## config.mk

```make
export PLATFORM = sky130hd
export DESIGN_NAME = ttl_dff_bank_flat
export DESIGN_NICKNAME = d
export VERILOG_FILES = /design/src/rtl/ttl_dff_bank_pkg.sv /design/src/rtl/ttl_dff_bank_if.sv /design/src/rtl/ttl_dff_bank_edge_det.sv /design/src/rtl/ttl_dff_bank.sv /design/src/flat_wrapper.sv
export SDC_FILE = /design/constraint.sdc
export NUM_CORES = 1
export LEC_CHECK = 0
export BUFFER_PORTS_ARGS = -buffer_cell sky130_fd_sc_hd__buf_4
export CAP_MARGIN = 40
export CELL_PAD_IN_SITES_DETAIL_PLACEMENT = 0
export CELL_PAD_IN_SITES_GLOBAL_PLACEMENT = 2
export CORE_AREA = 4 4 41 43
export DETAILED_ROUTE_END_ITERATION = 7
export DIE_AREA = 0 0 45 47
export PLACE_DENSITY = 0.76
export SYNTH_ARGS = -nofsm -noshare
export SYNTH_HDL_FRONTEND = slang
export SYNTH_SLANG_ARGS = --single-unit
```

## constraint.sdc

```tcl
create_clock -name clk -period 3 [get_ports clk]
set_input_delay 0.45 -clock clk [delete_from_list [all_inputs] [get_ports clk]]
set_output_delay 0.45 -clock clk [all_outputs]
set_load 0.005 [all_outputs]
```

## src/rtl/ttl_dff_bank_pkg.sv

```systemverilog
// ----------------------------------------------------------------------------
// Package : ttl_pkg
// Purpose : Shared definitions for the 74xx-style flop bank models.
//           Holds the synchroniser depth limit, the per-channel priority
//           action type and the helper that turns the clear/preset/edge
//           inputs of one channel into that action.
// Macro   : TTL_DFF_BOTH_LOW_EN
//           When defined, clear and preset low together selects PRESET
//           (the 74LS74 "both outputs high" state). The caller is expected
//           to force q_n high while that condition is registered.
//           When undefined, clear always wins.
// ----------------------------------------------------------------------------
package ttl_pkg;

    // Deepest synchroniser chain any bank model will build on a TTL clock pin.
    localparam int MAX_SYNC_STAGES = 3;

    // What a single channel does on the next system clock edge.
    typedef enum logic [1:0] {
        HOLD    = 2'd0,
        CLEAR   = 2'd1,
        PRESET  = 2'd2,
        CAPTURE = 2'd3
    } ttl_action_e;

    // Priority decode for one channel: clear, then preset, then a detected
    // rising edge of the TTL clock. An edge arriving while clear or preset is
    // active is simply dropped, which matches the discrete part.
    function automatic ttl_action_e decode_action(
        input logic clrN,
        input logic preN,
        input logic edgeSeen
    );
        ttl_action_e act;
        act = HOLD;
        if (!clrN) begin
            act = CLEAR;
        end else if (!preN) begin
            act = PRESET;
        end else if (edgeSeen) begin
            act = CAPTURE;
        end
`ifdef TTL_DFF_BOTH_LOW_EN
        // Both inputs low drives q high like the real chip.
        if (!clrN && !preN) begin
            act = PRESET;
        end
`endif
        return act;
    endfunction

endpackage

```

## src/rtl/ttl_dff_bank_if.sv

```systemverilog
// ----------------------------------------------------------------------------
// Interface : ttl_dff_bank_if
// Purpose   : Bundles the per-channel TTL pins of a ttl_dff_bank.
// Signals   :
//   tclk  [CHANNELS]        per-channel TTL clock pin level
//   clr_n [CHANNELS]        per-channel clear, active low
//   pre_n [CHANNELS]        per-channel preset, active low
//   d     [CHANNELS*WIDTH]  data, channel c at d[c*WIDTH +: WIDTH]
//   q     [CHANNELS*WIDTH]  registered flop outputs, same packing as d
//   q_n   [CHANNELS*WIDTH]  complementary outputs
//   rise  [CHANNELS]        strobe, high the cycle a capture becomes visible
// Modports :
//   master  drives the pins (board netlist / testbench side)
//   slave   the flop bank itself
// ----------------------------------------------------------------------------
interface ttl_dff_bank_if #(
    parameter int CHANNELS = 2,
    parameter int WIDTH    = 1
);

    logic [CHANNELS-1:0]       tclk;
    logic [CHANNELS-1:0]       clr_n;
    logic [CHANNELS-1:0]       pre_n;
    logic [CHANNELS*WIDTH-1:0] d;
    logic [CHANNELS*WIDTH-1:0] q;
    logic [CHANNELS*WIDTH-1:0] q_n;
    logic [CHANNELS-1:0]       rise;

    modport master (
        output tclk,
        output clr_n,
        output pre_n,
        output d,
        input  q,
        input  q_n,
        input  rise
    );

    modport slave (
        input  tclk,
        input  clr_n,
        input  pre_n,
        input  d,
        output q,
        output q_n,
        output rise
    );

endinterface

```

## src/rtl/ttl_dff_bank_edge_det.sv

```systemverilog
// ----------------------------------------------------------------------------
// Module  : ttl_edge_det
// Purpose : Rising-edge detector for one TTL clock pin sampled by the system
//           clock. An optional synchroniser chain (SYNC_STAGES flops, clamped
//           to MAX_SYNC_STAGES) feeds a one-cycle history register; the edge
//           pulse is the synchronised level high while the history is low.
//           Every stage and the history reset to 1 so a pin held high across
//           reset never looks like a fresh edge, and anything in flight in the
//           chain when reset hits is discarded.
// Ports   :
//   clk     in  system clock
//   rst     in  asynchronous active-high reset
//   i_tclk  in  raw TTL clock pin level
//   o_edge  out combinational edge pulse, one system clock wide
// ----------------------------------------------------------------------------
module ttl_edge_det
    import ttl_pkg::*;
#(
    parameter int SYNC_STAGES = 0
) (
    input  logic clk,
    input  logic rst,
    input  logic i_tclk,
    output logic o_edge
);

    localparam int STAGES = (SYNC_STAGES > MAX_SYNC_STAGES) ? MAX_SYNC_STAGES : SYNC_STAGES;

    logic w_ts;
    logic r_tp;

    generate
        if (STAGES == 0) begin : g_nosync
            // Pin is already synchronous to clk; use it directly.
            assign w_ts = i_tclk;
        end else begin : g_sync
            logic [STAGES:1] r_sync;

            // Synchroniser chain, stage 1 samples the pin, last stage is used.
            always_ff @(posedge clk or posedge rst) begin
                if (rst) begin
                    r_sync <= '1;
                end else begin
                    r_sync[1] <= i_tclk;
                    for (int k = 2; k <= STAGES; k++) begin
                        r_sync[k] <= r_sync[k-1];
                    end
                end
            end

            assign w_ts = r_sync[STAGES];
        end
    endgenerate

    // History of the synchronised level; updates every clock regardless of
    // what the channel decides to do with the edge.
    always_ff @(posedge clk or posedge rst) begin
        if (rst) begin
            r_tp <= 1'b1;
        end else begin
            r_tp <= w_ts;
        end
    end

    assign o_edge = w_ts & ~r_tp;

endmodule

```

## src/rtl/ttl_dff_bank.sv

```systemverilog
// ----------------------------------------------------------------------------
// Module  : ttl_dff_bank
// Purpose : Bank of CHANNELS independent 7474-style D flip-flops, each WIDTH
//           bits wide, all running on one system clock. Each channel's TTL
//           clock pin is edge-detected into a capture enable; clear and
//           preset are level-sensitive and synchronous to clk.
// Params  :
//   CHANNELS     number of channels (>=1)
//   WIDTH        bits per channel (>=1)
//   SYNC_STAGES  synchroniser flops on each tclk (0..3)
//   RESET_VALUE  value of every q bit after reset
// Ports   :
//   clk   in     system clock
//   rst   in     asynchronous active-high reset, released synchronously
//   bus   slave  ttl_dff_bank_if: tclk/clr_n/pre_n/d in, q/q_n/rise out
// Macro   : TTL_DFF_BOTH_LOW_EN
//   Defined   - clear and preset low together give q = 1 and q_n = 1.
//   Undefined - clear wins, q_n is always ~q.
// ----------------------------------------------------------------------------
module ttl_dff_bank
    import ttl_pkg::*;
#(
    parameter int CHANNELS    = 2,
    parameter int WIDTH       = 1,
    parameter int SYNC_STAGES = 0,
    parameter bit RESET_VALUE = 1'b0
) (
    input  logic              clk,
    input  logic              rst,
    ttl_dff_bank_if.slave     bus
);

    generate
        for (genvar c = 0; c < CHANNELS; c++) begin : g_ch
            logic             w_edge;
            ttl_action_e      w_act;
            logic [WIDTH-1:0] r_q;
            logic             r_rise;

            ttl_edge_det #(
                .SYNC_STAGES (SYNC_STAGES)
            ) u_edge (
                .clk    (clk),
                .rst    (rst),
                .i_tclk (bus.tclk[c]),
                .o_edge (w_edge)
            );

            // Decide this channel's action from its own pins only, so
            // channels can never influence each other.
            always_comb begin
                w_act = decode_action(bus.clr_n[c], bus.pre_n[c], w_edge);
            end

            // Flop contents and capture strobe. rise is only ever high for the
            // single cycle in which newly captured data appears on q.
            always_ff @(posedge clk or posedge rst) begin
                if (rst) begin
                    r_q    <= {WIDTH{RESET_VALUE}};
                    r_rise <= 1'b0;
                end else begin
                    r_rise <= 1'b0;
                    unique case (w_act)
                        CLEAR:   r_q <= '0;
                        PRESET:  r_q <= '1;
                        CAPTURE: begin
                            r_q    <= bus.d[c*WIDTH +: WIDTH];
                            r_rise <= 1'b1;
                        end
                        default: r_q <= r_q;
                    endcase
                end
            end

`ifdef TTL_DFF_BOTH_LOW_EN
            logic r_both;

            // Remembers that both clear and preset were low on the last edge;
            // while set, q_n is forced high alongside q, mimicking the part.
            always_ff @(posedge clk or posedge rst) begin
                if (rst) begin
                    r_both <= 1'b0;
                end else begin
                    r_both <= ~bus.clr_n[c] & ~bus.pre_n[c];
                end
            end

            assign bus.q_n[c*WIDTH +: WIDTH] = r_both ? {WIDTH{1'b1}} : ~r_q;
`else
            assign bus.q_n[c*WIDTH +: WIDTH] = ~r_q;
`endif

            assign bus.q[c*WIDTH +: WIDTH] = r_q;
            assign bus.rise[c]             = r_rise;
        end
    endgenerate

endmodule

```

## src/flat_wrapper.sv

```systemverilog
// flat-port wrapper written by rule: the top's interface ports become plain ports
module ttl_dff_bank_flat import ttl_pkg::*;
#(
    parameter int CHANNELS    = 2,
    parameter int WIDTH       = 1,
    parameter int SYNC_STAGES = 0,
    parameter bit RESET_VALUE = 1'b0
)
  (clk, rst, bus_tclk, bus_clr_n, bus_pre_n, bus_d, bus_q, bus_q_n, bus_rise);
  ttl_dff_bank_if #(.CHANNELS(CHANNELS), .WIDTH(WIDTH)) bus_i ();
  input  logic clk;
  input  logic rst;
  input wire logic [$bits(bus_i.tclk)-1:0] bus_tclk;
  input wire logic [$bits(bus_i.clr_n)-1:0] bus_clr_n;
  input wire logic [$bits(bus_i.pre_n)-1:0] bus_pre_n;
  input wire logic [$bits(bus_i.d)-1:0] bus_d;
  output wire logic [$bits(bus_i.q)-1:0] bus_q;
  output wire logic [$bits(bus_i.q_n)-1:0] bus_q_n;
  output wire logic [$bits(bus_i.rise)-1:0] bus_rise;
  assign bus_i.tclk = bus_tclk;
  assign bus_i.clr_n = bus_clr_n;
  assign bus_i.pre_n = bus_pre_n;
  assign bus_i.d = bus_d;
  assign bus_q = bus_i.q;
  assign bus_q_n = bus_i.q_n;
  assign bus_rise = bus_i.rise;
  ttl_dff_bank #(.CHANNELS(CHANNELS), .WIDTH(WIDTH), .SYNC_STAGES(SYNC_STAGES), .RESET_VALUE(RESET_VALUE)) u_core (.clk(clk), .rst(rst), .bus(bus_i));
endmodule
```

* Yosys cells after proc, flatten, opt, wreduce, memory -nomap -nowiden
Cells that the tools add are included.
Cells by class: $add $sub $neg 0, multipliers 0, divide/modulo/power cells 0, order comparisons 0, equality and inequality tests 6, shifts and indexed selects 0, muxes and demuxes 10, bitwise operators 6, reduce and logical (&&, ||, !) cells 2
Operator list (number):
- $mux 2 | 6
- $eq 2x2->1 const B | 4
- $pmux 1 s3 | 2
- $reduce_bool 3->1 | 2
- $eq 2x1->1 const B | 2
- $not 1->1 | 4
- $and 1x1->1 | 2
- $mux 1 | 2
Word-level totals: register bits 6, bits in latches 0, bits in writable memories 0, memory bits (read-only) 0, input bits 10, logic and storage cells 30, memories 0

* Depth between registers and ports, before layout
depth in word-level cells 7, mapped depth 2, gate-level depth less buffers 2

* Modules after synthesis
A second synthesis with hierarchy kept.
Second synthesis, totals: cell total of the unflattened synthesis 23, area total of the unflattened synthesis 279.0 sq um
Modules (own cells, without submodules):
- ttl_dff_bank | times used 1, cells each 17, area each 191.4 sq um
- ttl_edge_det | times used 2, cells each 3, area each 43.8 sq um

* Least setup slack after synthesis
OpenSTA, ideal clock, no wires.
path type input -> register, start input bus_tclk[1], end register u_core.g_ch[1].r_q, arrival time 0.831 ns, slack 2.043 ns, cell stages on the path 2, cells stage by stage nor2b_1 -> o311a_1
Between the ends: word-level cells in the longest chain between the ends 6, elaborated cells between the ends (all ways) 9
Ends and longest elaborated chain:
- from (decl) | RTL line flat_wrapper.sv:13 | input wire logic [$bits(bus_i.tclk)-1:0] bus_tclk;
- $and 1x1->1 (*) | RTL line ttl_dff_bank_edge_det.sv:65 | assign o_edge = w_ts & ~r_tp;
- $mux 2 (*) | RTL line ttl_dff_bank_pkg.sv:40 | end else if (edgeSeen) begin
- $mux 2 (*) | RTL line ttl_dff_bank_pkg.sv:38 | end else if (!preN) begin
- $mux 2 (*) | RTL line ttl_dff_bank_pkg.sv:36 | if (!clrN) begin
- $eq 2x2->1 / $eq 2x1->1 (equally long branches) | RTL line ttl_dff_bank.sv:63 | unique case (w_act)
- $pmux 1 s3 / $reduce_bool 3->1 (equally long branches)
- to (signal assigned) | RTL line ttl_dff_bank.sv:59 | r_q <= {WIDTH{RESET_VALUE}};
- to (signal assigned) | RTL line ttl_dff_bank.sv:67 | r_q <= bus.d[c*WIDTH +: WIDTH];
- to (signal assigned) | RTL line ttl_dff_bank.sv:70 | default: r_q <= r_q;
- to (decl) | RTL line ttl_dff_bank.sv:37 | logic [WIDTH-1:0] r_q;
Every way passes the cells marked *; elsewhere a longest branch is shown, timed or not. A chain may end at the register's enable or synchronous reset.

* Worst setup path after layout
start register u_core.g_ch[0].r_q, end output bus_q_n[0]
Between the ends: word-level cells in the longest chain between the ends 1
Ends and longest elaborated chain:
- from (decl) | RTL line ttl_dff_bank.sv:37
- from (signal assigned) | RTL line ttl_dff_bank.sv:59
- from (signal assigned) | RTL line ttl_dff_bank.sv:67
- from (signal assigned) | RTL line ttl_dff_bank.sv:70
- $not 1->1 | RTL line ttl_dff_bank.sv:90 | assign bus.q_n[c*WIDTH +: WIDTH] = ~r_q;
- to (decl) | RTL line flat_wrapper.sv:18 | output wire logic [$bits(bus_i.q_n)-1:0] bus_q_n;
No other way between the ends.

==> flow_summary.json <==
{
  "vias": 225,
  "overflow": 0,
  "cts_tree": "yes",
  "cts_max_level": 1,
  "grt_use_total_pct": 7.72,
  "path_clk_slew_ns": 0.05,
  "antenna_found_initial": 0,
  "die_h_um": 47,
  "die_w_um": 45,
  "vias_per_cell": 4.33,
  "core_mm2": 0.00130,
  "synth-edff-count": 0,
  "timing.hold.ws_ns": 0.118,
  "synth_area_per_cell_um2": 11.8,
  "io_buffers": 15,
  "crit_fanout": 3,
  "initial_core_util_pct": 20.8,
  "cts_num_sinks": 6,
  "fmax_mhz": 799,
  "fin_skew_ns": 0.000112,
  "synth_most_common_cell": "inv_1",
  "drv_cap": 0,
  "synth_fa_ha_area_share_pct": 0,
  "synth_common_cells": "inv_1, buf_4, dfrtp_1",
  "final_util_pct": 30.3,
  "drive_above_1_share_pct": 56.8,
  "synth_top_family_by_area": "buffers and inverters",
  "synthSimpleGateAreaFrac_pct": 18.1,
  "finalNonFillerCells": 52,
  "synth_fp_nets": 33,
  "hp-class": "input pin to asynchronous set/reset pin",
  "cp-start-kind": "flip-flop",
  "cts_root_buf": "clkbuf_4",
  "grt_pass1_wl_mm": 1.04,
  "cp.required_ns": 2.55,
  "synthFlopType": "dfrtp_1",
  "pwr_density_cell_mw_per_mm2": 486,
  "boundaryPins": 16,
  "ant_nets": 0,
  "synthMuxAreaShare_pct": 0,
  "globalplace.congestion": 0.726,
  "drtIter0Drc": 2,
  "grt_max_degree": 7,
  "synth_top_area_share_pct": 37.0,
  "grt_pass1_vias": 261,
  "cts_setup_buffers": 0,
  "n_fill_cell": 149,
  "clock_latency_ns": 0.25,
  "setup_tns_ns": 0,
  "synth_cell_type_count": 9,
  "dieArea_mm2": 0.00212,
  "first_pass_iters": 2,
  "ir_worst_vdd_mv": 0.194,
  "critPathKind": "flip-flop to primary output",
  "r2r_setup_slack_ns": 2.02,
  "yosysTopAreaCell": "dfrtp_1",
  "rows": 13,
  "syn_to_final_growth_pct": 45.8,
  "syn-cell-area_um2": 270,
  "drc": 0,
  "period_minus_slack_ns": 1.25,
  "hold_buffers": 0,
  "wirelength_um": 649,
  "synth_compound_area_share_pct": 7.41,
  "place_inst": 49,
  "fin_crit_sh_pct": 41.7,
  "setup_violations": 0,
  "postSynthCellCount": 23,
  "status": "finished clean",
  "yosysWarnings": 0,
  "leakage_nw": 0.212,
  "wire_per_inst_um": 12.5,
  "worst_pin_slew_ns": 0.229,
  "seq_area_frac_synth_pct": 56.5,
  "cp.arrival_ns": 0.80,
  "cts_buffers": 3,
  "synth.ff_latch_count": 6,
  "nets": 49,
  "drv_slew": 0,
  "cts-resized-gates": 0,
  "worst_setup_path_end_kind": "primary output",
  "synth_xor_area_share_pct": 0,
  "grt_setup_unrepaired": "no",
  "clock_path_buffers": 2,
  "hold_viol_final": 0,
  "synth-async-reset-ratio_pct": 100,
  "antenna-diode-count": 0,
  "max_slew_margin_pct": 84.7,
  "synth_area_leaders": "dfrtp_1, dfstp_2, buf_4"
}
[area by class of cell]
| type | instances | area [um^2] | area share (%) |
|---|---|---|---|
| clock buffer | 3 | 22.5 | 5.71 |
| inverter | 5 | 18.8 | 4.76 |
| multi-input combinational | 8 | 68.8 | 17.5 |
| sequential | 6 | 153 | 38.7 |
| tap | 15 | 18.8 | 4.76 |
| timing repair buffer | 15 | 113 | 28.6 |
[per-layer routing]
metal	up-vias	GRT usage [%]	share of wire [%]
li1	100	-	-
met1	106	4.87	27
met5	-	0	0
met2	17	13.8	53
met4	0	7.02	2.6
met3	2	5.75	18
[where the power goes]
part / switching (mW) / leakage [nW] / internal (mW)
Combinational: 0.0100 / 0.125 / 0.0175
Clock: 0.0293 / 0.0138 / 0.0453
Sequential: 0.00281 / 0.0732 / 0.0865
[stage by stage]
stage          setup slack [ns]  area (um^2)  power, mW
5_1_grt                    1.70          394      0.205
3_3_place_gp               1.91          372      0.116
3_5_place_dp               1.87          372      0.119
4_1_cts                    1.73          394      0.198
2_1_floorplan              2.04          270      0.101
6_report                   1.75          394      0.191
[final timing paths]
path                                            startpoint                          to  depth (start not counted)
worst min-delay path                                   rst       u_core.g_ch[1].r_rise                          2
max in group asynchronous                              rst  u_core.g_ch[0].u_edge.r_tp                          2
worst max register to register  u_core.g_ch[1].u_edge.r_tp          u_core.g_ch[1].r_q                          2
worst min register to register          u_core.g_ch[0].r_q          u_core.g_ch[0].r_q                          1
min in group clk                               bus_tclk[0]  u_core.g_ch[0].u_edge.r_tp                          1
worst max-delay path                    u_core.g_ch[0].r_q                  bus_q_n[0]                          2
[kinds of logic after synthesis]
kind of cell,Yosys count
AO/OA/AOI/OAI,2
buffers and inverters,9
flip-flops,6
AND/OR/NAND/NOR,6
[cell usage in the layout (no fill, tap or decap), drive strengths merged]
master and count:
nand4bb 2, nor2b 2, clkbuf 3, and3 2
o311a 2, dfrtp 4, inv 5, dfstp 2
buf 15
[critical path: stages (launching register included)]
cell,delay [ns]
dfrtp_1,0.40
inv_1,0.06
buf_4,0.10
[state kept, by name, summed over array words and instances, names as in the netlist]
signal,flops
u_core.g_ch.u_edge.r_tp,2
u_core.g_ch.r_rise,2
u_core.g_ch.r_q,2
Note: power is estimated with default switching activity, not from simulation.
